**config.mk**
```make
export PLATFORM = sky130hd
export DESIGN_NAME = path_delay_meter
export DESIGN_NICKNAME = d
export VERILOG_FILES = /design/src/rtl/path_meter_pkg.sv /design/src/rtl/sync_2ff.sv /design/src/rtl/path_delay_meter.sv
export SDC_FILE = /design/constraint.sdc
export NUM_CORES = 1
export LEC_CHECK = 0
export ABC_AREA = 1
export CORE_MARGIN = 8
export CORE_UTILIZATION = 57
export CTS_BUF_LIST = sky130_fd_sc_hd__clkbuf_8
export DETAILED_ROUTE_END_ITERATION = 10
export PLACE_DENSITY = 0.82
export SLEW_MARGIN = 20
export SYNTH_ARGS = -nofsm -noshare
export SYNTH_HDL_FRONTEND = slang
export SYNTH_HIERARCHICAL = 1
export SYNTH_SLANG_ARGS = --single-unit
export TNS_END_PERCENT = 20
```
**constraint.sdc**
```tcl
create_clock -name clk -period 2 [get_ports clk]
set_input_delay 0.4 -clock clk [delete_from_list [all_inputs] [get_ports clk]]
set_output_delay 0.4 -clock clk [all_outputs]
set_load 0.005 [all_outputs]
```
**src/rtl/path_meter_pkg.sv**
```systemverilog
// Shared FSM state encoding and default parameter values for the path delay meter.
package path_meter_pkg;

   typedef enum logic [2:0] {
      ST_IDLE,
      ST_INIT,
      ST_RISE,
      ST_HOLD,
      ST_FALL,
      ST_RESULT
   } meterState_e;

   localparam int DEF_CNT_W       = 8;
   localparam int DEF_SETTLE_CYC  = 16;
   localparam int DEF_TIMEOUT_CYC = 200;
   localparam bit DEF_PATH_INVERT = 1'b0;

endpackage

```
**src/rtl/sync_2ff.sv**
```systemverilog
// Two-flop synchronizer for a single asynchronous bit; both stages clear on reset.
module sync_2ff (
   input  logic clk,
   input  logic rst,
   input  logic d_i,
   output logic q_o
);

   logic meta_q;
   logic sync_q;

   always_ff @(posedge clk) begin
      if (rst) begin
         meta_q <= 1'b0;
         sync_q <= 1'b0;
      end else begin
         meta_q <= d_i;
         sync_q <= meta_q;
      end
   end

   assign q_o = sync_q;

endmodule

```
**src/rtl/path_delay_meter.sv**
```systemverilog
// Measures the rise and fall propagation delay of an external path in clock cycles,
// driving launch_o and watching the synchronized capture_i for the matching level.
module path_delay_meter
   import path_meter_pkg::*;
#(
   parameter int CNT_W       = DEF_CNT_W,
   parameter int SETTLE_CYC  = DEF_SETTLE_CYC,
   parameter int TIMEOUT_CYC = DEF_TIMEOUT_CYC,
   parameter bit PATH_INVERT = DEF_PATH_INVERT
) (
   input  logic             clk,
   input  logic             rst,
   input  logic             start,
   output logic             busy,
   output logic             launch_o,
   input  logic             capture_i,
   output logic             res_valid,
   input  logic             res_ready,
   output logic [CNT_W-1:0] rise_dly,
   output logic [CNT_W-1:0] fall_dly,
   output logic             timeout,
   output logic             init_err
);

   localparam int SET_W = (SETTLE_CYC > 1) ? $clog2(SETTLE_CYC) : 1;
   localparam logic [SET_W-1:0] SETTLE_LAST = SET_W'(SETTLE_CYC - 1);
   localparam logic [CNT_W-1:0] TIMEOUT_VAL = CNT_W'(TIMEOUT_CYC);

   meterState_e      state_q;
   logic [CNT_W-1:0] edgeCnt_q;
   logic [CNT_W-1:0] edgeCnt_d;
   logic [SET_W-1:0] settleCnt_q;
   logic [SET_W-1:0] settleCnt_d;
   logic             launch_q;
   logic             busy_q;
   logic             resValid_q;
   logic             timeout_q;
   logic             initErr_q;
   logic [CNT_W-1:0] riseDly_q;
   logic [CNT_W-1:0] fallDly_q;

   logic capS;
   logic capMatch;
   logic edgeTimeout;
   logic settleDone;

   sync_2ff uCapSync (
      .clk (clk),
      .rst (rst),
      .d_i (capture_i),
      .q_o (capS)
   );

   // The path has settled when its synchronized output equals the launch level
   // seen through the expected end-to-end polarity; INIT relies on launch_q being 0.
   always_comb begin
      capMatch    = (capS == (launch_q ^ PATH_INVERT));
      edgeTimeout = (edgeCnt_q == TIMEOUT_VAL);
      settleDone  = (settleCnt_q == SETTLE_LAST);
      edgeCnt_d   = (edgeCnt_q == {CNT_W{1'b1}}) ? edgeCnt_q : edgeCnt_q + 1'b1;
      settleCnt_d = settleCnt_q + 1'b1;
   end

   always_ff @(posedge clk) begin
      if (rst) begin
         state_q     <= ST_IDLE;
         edgeCnt_q   <= '0;
         settleCnt_q <= '0;
         launch_q    <= 1'b0;
         busy_q      <= 1'b0;
         resValid_q  <= 1'b0;
         timeout_q   <= 1'b0;
         initErr_q   <= 1'b0;
         riseDly_q   <= '0;
         fallDly_q   <= '0;
      end else begin
         case (state_q)
            ST_IDLE: begin
               if (start) begin
                  state_q     <= ST_INIT;
                  busy_q      <= 1'b1;
                  launch_q    <= 1'b0;
                  settleCnt_q <= '0;
                  timeout_q   <= 1'b0;
                  initErr_q   <= 1'b0;
                  riseDly_q   <= '0;
                  fallDly_q   <= '0;
               end
            end
            ST_INIT: begin
               if (!settleDone) begin
                  settleCnt_q <= settleCnt_d;
               end else if (!capMatch) begin
                  initErr_q  <= 1'b1;
                  resValid_q <= 1'b1;
                  state_q    <= ST_RESULT;
               end else begin
                  launch_q  <= 1'b1;
                  edgeCnt_q <= '0;
                  state_q   <= ST_RISE;
               end
            end
            // A rise timeout abandons the fall edge and drops launch back to idle level.
            ST_RISE: begin
               if (capMatch) begin
                  riseDly_q   <= edgeCnt_q;
                  settleCnt_q <= '0;
                  state_q     <= ST_HOLD;
               end else if (edgeTimeout) begin
                  riseDly_q  <= TIMEOUT_VAL;
                  fallDly_q  <= '0;
                  timeout_q  <= 1'b1;
                  launch_q   <= 1'b0;
                  resValid_q <= 1'b1;
                  state_q    <= ST_RESULT;
               end else begin
                  edgeCnt_q <= edgeCnt_d;
               end
            end
            ST_HOLD: begin
               if (!settleDone) begin
                  settleCnt_q <= settleCnt_d;
               end else begin
                  launch_q  <= 1'b0;
                  edgeCnt_q <= '0;
                  state_q   <= ST_FALL;
               end
            end
            ST_FALL: begin
               if (capMatch) begin
                  fallDly_q  <= edgeCnt_q;
                  resValid_q <= 1'b1;
                  state_q    <= ST_RESULT;
               end else if (edgeTimeout) begin
                  fallDly_q  <= TIMEOUT_VAL;
                  timeout_q  <= 1'b1;
                  resValid_q <= 1'b1;
                  state_q    <= ST_RESULT;
               end else begin
                  edgeCnt_q <= edgeCnt_d;
               end
            end
            ST_RESULT: begin
               if (res_ready) begin
                  resValid_q <= 1'b0;
                  busy_q     <= 1'b0;
                  state_q    <= ST_IDLE;
               end
            end
            default: begin
               state_q <= ST_IDLE;
            end
         endcase
      end
   end

   assign busy      = busy_q;
   assign launch_o  = launch_q;
   assign res_valid = resValid_q;
   assign rise_dly  = riseDly_q;
   assign fall_dly  = fallDly_q;
   assign timeout   = timeout_q;
   assign init_err  = initErr_q;

endmodule

```
; ---- After elaboration in Yosys (flattened, before gate mapping)
; Index checks and enable logic that the tools add are counted.
; Widths: inputs -> output; s select.
[word_totals]
regBits = 38
in_bits = 5
out_inout_bits = 21
elab_cells = 108
[op_classes]
addsub = 2
n_eq_ne = 25
n_mux = 47
n_reduce_logical = 22
[op_table]
columns = cell, n
row1 = $mux 8, 11
row2 = $pmux 8 s3, 2
row3 = $ne 2x2->1 const B, 13
row4 = $mux 3, 8
row5 = $pmux 3 s6, 1
row6 = $eq 8x8->1 const B, 2
row7 = $pmux 8 s2, 1
row8 = $reduce_and 4->1, 4
row9 = $mux 1, 15
row10 = $reduce_and 7->1, 2
row11 = $mux 4, 3
row12 = $pmux 4 s3, 1
row13 = $reduce_and 5->1, 2
row14 = $reduce_bool 3->1, 3
row15 = $add 8x1->8 const B, 1
row16 = $pmux 1 s4, 2
row17 = $reduce_bool 2->1, 4
row18 = $reduce_bool 4->1, 2
row19 = $eq 3x2->1 const B, 2
row20 = $eq 3x3->1 const B, 2
row21 = $ne 3x3->1 const B, 2
row22 = $pmux 1 s2, 3
row23 = $reduce_and 3->1, 2
row24 = $add 4x1->4 const B, 1
row25 = other kinds (6), 7

; ---- Depth between registers and ports, before layout
; Gate-level depths: netlist of the first run.
[depth]
depth_word = 5
mapped_depth = 11
ltp_nobuf = 11

; ---- Modules after synthesis
; Netlist of the first run, hierarchy kept.
[by_module_without_submodules]
columns = mod, instances, cells_per_inst, area_per_inst_um2, seq_area_each_um2
row1 = path_delay_meter, 1, 300, 1944.4, 720.7
row2 = sync_2ff, 1, 6, 55.1, 40.0

; ---- Worst setup path after synthesis of the first run
; Ideal clock, no wire load.
[synth_path]
kind = flip-flop to flip-flop
from = register edgeCnt_q[0]
to = register edgeCnt_q[2]
setup_time_ps = 116
arrival_ps = 1322
required_time_ps = 1884
setup_slack_ps = 562
stages_incl_launch_ff = 11
path_buffers = 0
period_less_slack_ps = 1438
path_cell_list = dfxtp_1 > inv_1 > ha_1 > inv_1 > nor2_1 > nand2_2 > nand2_2 > nand2_2 > nand3_4 > o21ai_0 > nor2_1
[synth_via]
elab_chain_len = 5
elab_cells_between_ends = 10
classes_between = add/sub (1) / eq/ne (4) / mux (4) / reduce/logical (1)
[synth_lines]
columns = item, line
row1 = "start, declared", path_delay_meter.sv:30  ; logic [CNT_W-1:0] edgeCnt_q;
row2 = "start signal, assigned", path_delay_meter.sv:117  ; edgeCnt_q <= edgeCnt_d;
row3 = "start signal, assigned", path_delay_meter.sv:140  ; edgeCnt_q <= edgeCnt_d;
row4 = $add 8x1->8, path_delay_meter.sv:60  ; edgeCnt_d = (edgeCnt_q == {CNT_W{1'b1}}) ? edgeCnt_q : edgeCnt_q + 1'b1;
row5 = $mux 8, path_delay_meter.sv:60
row6 = $mux 8, "path_delay_meter.sv:109, path_delay_meter.sv:134"
row7 = $mux 8, path_delay_meter.sv:130  ; if (capMatch) begin
row8 = $pmux 8 s3, path_delay_meter.sv:77  ; case (state_q)
; Several ways; a longest one is shown, not always the timed one. The select of a mux whose other input is x is not followed.
; A chain may end at the register's enable or synchronous reset.

; ---- Worst setup path in the final report of the first run
[layout_path]
from = register edgeCnt_q[1]
to = register riseDly_q[3] (netlist: rise_dly[3])
[layout_via]
elab_chain_len = 3
[layout_lines]
columns = item, line
row1 = $eq 8x8->1, path_delay_meter.sv:58  ; edgeTimeout = (edgeCnt_q == TIMEOUT_VAL);
row2 = $ne 3x3->1 (no source line), n/a
row3 = $reduce_and 3->1 (no source line), n/a
row4 = "end signal, assigned", path_delay_meter.sv:106  ; riseDly_q <= edgeCnt_q;
row5 = "end, declared", path_delay_meter.sv:39  ; logic [CNT_W-1:0] riseDly_q;
; No other way between the ends.

==> results of run 1 <==
-- worst paths after layout --
| check | start | endpoint | slack, ns |
|---|---|---|---|
| setup / recovery | edgeCnt_q[1] | rise_dly[3] | 0.26 |
| hold / removal | uCapSync/meta_q | uCapSync/q_o | 0.41 |
| setup reg to reg | edgeCnt_q[1] | rise_dly[3] | 0.26 |
| hold reg to reg | uCapSync/meta_q | uCapSync/q_o | 0.41 |
-- power breakdown --
group / switching, mW / internal [mW]
clock: 0.291 / 0.371
sequential: 0.0858 / 0.844
combinational: 0.831 / 0.399
-- worst register-to-register path, delay by kind of cell (launching register included) --
family | cells | cell delay [ns]
flops | 1 | 0.49
compound gates | 1 | 0.15
fa+ha+maj | 1 | 0.21
buf+inv | 3 | 0.32
simple gates | 6 | 0.51
-- placed cells by master, fill, tap and decap left out --
cell type,n
nand4_1,3
nand2_2,7
buf_4,5
a21oi_1,33
nor2_1,35
clkbuf_8,5
nor3_1,2
clkdlybuf4s50_1,25
clkinvlp_4,2
nor2_4,1
nand3_1,35
ha_1,3
bufinv_16,1
nand2_4,1
o21ai_0,8
a31oi_1,1
nand3_4,1
nand3_2,4
o211ai_1,2
o21ai_1,3
nand3b_1,1
dfxtp_1,38
or2_0,1
nor2_2,1
inv_1,32
nor3b_1,1
inv_2,6
nand2_1,80
-- flip-flops by register name (all words and copies together) (netlist names) --
name,flops
busy,1
edgeCnt_q,8
fall_dly,8
init_err,1
launch_o,1
res_valid,1
rise_dly,8
settleCnt_q,4
state_q,3
timeout,1
uCapSync/meta_q,1
uCapSync/q_o,1
-- final cells by class --
cell class / count / share of cell area (%)
multi-input cells: 223 / 43.9
flip-flops and latches: 38 / 31.3
repair buffers: 30 / 11.8
inverters: 38 / 5.87
clock buffers: 5 / 2.83
well taps: 46 / 2.37
clock inverters: 3 / 1.85
-- cell families after synthesis --
family / Yosys count / share of synthesized area, %
and+or+nand+nor: 173 / 39.4
AOI/OAI and AO/OA: 47 / 12.1
buffers and inverters: 45 / 8.64
DFF: 38 / 38.0
adders and majority gates: 3 / 1.88
-- through the flow --
step | worst slack (ns) | cells | utilization [%]
2_1_floorplan | 0.562 | 306 | -
3_3_place_gp | 0.262 | 375 | 68.8
3_5_place_dp | 0.233 | 375 | 68.8
4_1_cts | 0.257 | 383 | 72.2
5_1_grt | 0.0794 | 383 | 72.2
6_report | 0.257 | 383 | 72.2
-- metal layers --
| metal | routed length (um) | vias to the layer above |
|---|---|---|
| li1 | - | 1046 |
| met1 | 2230 | 916 |
| met2 | 2230 | 79 |
| met3 | 429 | 7 |
| met4 | 68 | 0 |
| met5 | 0 | - |
==> summary.md, run 1 <==
| Metric | Value |
|---|---|
| Synth async-reset ratio | 0% |
| Critical Setup Path Class | register to register |
| Required time of the critical path | 2.23 ns |
| Met1 Use GR | 24.9% |
| Post-cts gate resize count | 0 |
| TritonCTS buffer count | 5 |
| Cell depth of the worst hold path | 2 |
| Final nets | 344 |
| Max-cap viol count | 0 |
| Initial antenna violation count | 0 |
| DRC viols | 0 |
| Fillers | 306 |
| Port Buffers | 25 |
| Area taken by multi-input logic gates | 1070 um^2 |
| WL/cell | 12.9 um |
| WP depth | 11 |
| Final period util | 87.1% |
| Class of the worst hold path | register to register |
| Clock skew | 0.0114 ns |
| CTS root buffer | clkbuf_8 |
| Post-DRT Antenna Nets | 0 |
| Drt total wl | 4960 um |
| Area Overhead vs Synth | 21.5% |
| Total grt overflow | 0 |
| Via Count | 2,048 |
| CP max FO | 8 |
| DP Area | 2310 um^2 |
| M2 GR Usage | 30.4% |
| Clock latency on the worst-skew pair | 0.30 ns |
| DR pass1 iterations | 4 |
| Sum Neg Setup Slack | 0 ns |
| Register bit total from synthesis | 38 |
| IO Pins | 26 |
| Power per cell area | 1160 nW/um^2 |
| Area share of the largest cell type after synthesis | 38.0% |
| Synth Flop Type | dfxtp_1 |
| Sink Count | 38 |
| Sequential cell area fraction in the yosys report | 38.0% |
| Dpl hpwl | 3710 um |
| Clock buffer depth | 2 |
| Slew @ Worst Pin | 0.371 ns |
| Post-Syn Nets | 314 |
| Mapped Cells | 306 |
| TritonCTS clock tree | built |
| Setup-failing EPs final | 0 |
| Max frequency | 0.574 GHz |
| First-pass GRT wire length | 8520 um |
| Post-CTS setup buffer count | 0 |
| RSZ-0062 raised after global routing | false |
| Buf/Inv on CP | 3 |
| Initial Util | 59.4% |
| Synth top cells by count | 80 x nand2_1, 38 x dfxtp_1, 35 x nand3_1, 35 x nor2_1, 33 x a21oi_1 |
| CP most frequent cell | nand2_1 |
| Core area | 3360 um^2 |
| Worst EP arrival | 1.97 ns |
| Design area | 2430 um^2 |
| Die H | 75.2 um |
| Static leakage | 0.997 nW |
| Mapped Area | 2000 um^2 |
| Core Rows | 21 |
| CP peak stage delay | 0.49 ns |
| Worst rel slew slack | 75.0% |
| Hold Slack | 0.407 ns |
| Slew Limit Fails | 0 |
| Share of cells above drive strength 1 | 10.1% |
| Most common cell in the synthesized netlist | nand2_1 |
| Type of origin of the critical path | register |
| Status | finished clean |
| Avg Cell Area, Syn | 6.53 um^2 |
| Top cells by area, synth | dfxtp_1 38%, nand2_1 15%, nand3_1 8.8% |
| GRT Total Usage | 19.5% |
| Tot Pwr | 2.82 mW |
| Delay-heaviest family, CP | simple AND/OR/NAND/NOR gates |
| Worst setup EP type | register |
| DR iter-0 viols | 170 |
| Routability Congestion | 0.960 |
| Reg area | 761 um^2 |
| Die area | 5660 um^2 |
| H-tree levels | 2 |
| Top Usage Layer GRT | met2 |
| Vias in the first global route | 1,941 |
| Register clock-pin slew on the reported worst setup and hold paths | 0.08 ns |
| Netlist cell types | 26 |
| Diode count | 0 |
| Cts hold-fix bufs | 0 |
| Synth Warn # | 6 |
| Largest net degree at the start of global routing | 21 |
| Tmin final | 1.74 ns |
| Post-synth EDFFs | 0 |
| Yosys top cell by area | dfxtp_1 |
| Die Wd | 75.2 um |
| CP Cell Sequence | inv_1, ha_1, inv_1, nor2_1, nand2_2, nand2_2, nand2_1, nand2_1, inv_2, nand2_1, a21oi_1 |
| Worst vdd ir | 0.000759 V |
| Via/cell ratio | 5.35 |
| Met3 usage | 5.33% |
| Hold Fails Final Rpt | 0 |
| Crit-path slowest cell | dfxtp_1 |
| R2r worst-path depth | 11 |
(Power assumes the default switching activity.)
==> run 2: changes to the inputs <==
--- a/config.mk
+++ b/config.mk
@@ -9,6 +9,7 @@
 export CORE_MARGIN = 8
 export CORE_UTILIZATION = 57
 export CTS_BUF_LIST = sky130_fd_sc_hd__clkbuf_8
+export CTS_CLUSTER_SIZE = 16
 export DETAILED_ROUTE_END_ITERATION = 10
 export PLACE_DENSITY = 0.82
 export SLEW_MARGIN = 20
==> results of run 2 <==
Final layout, timing and power as in run 1 (identical DEF).
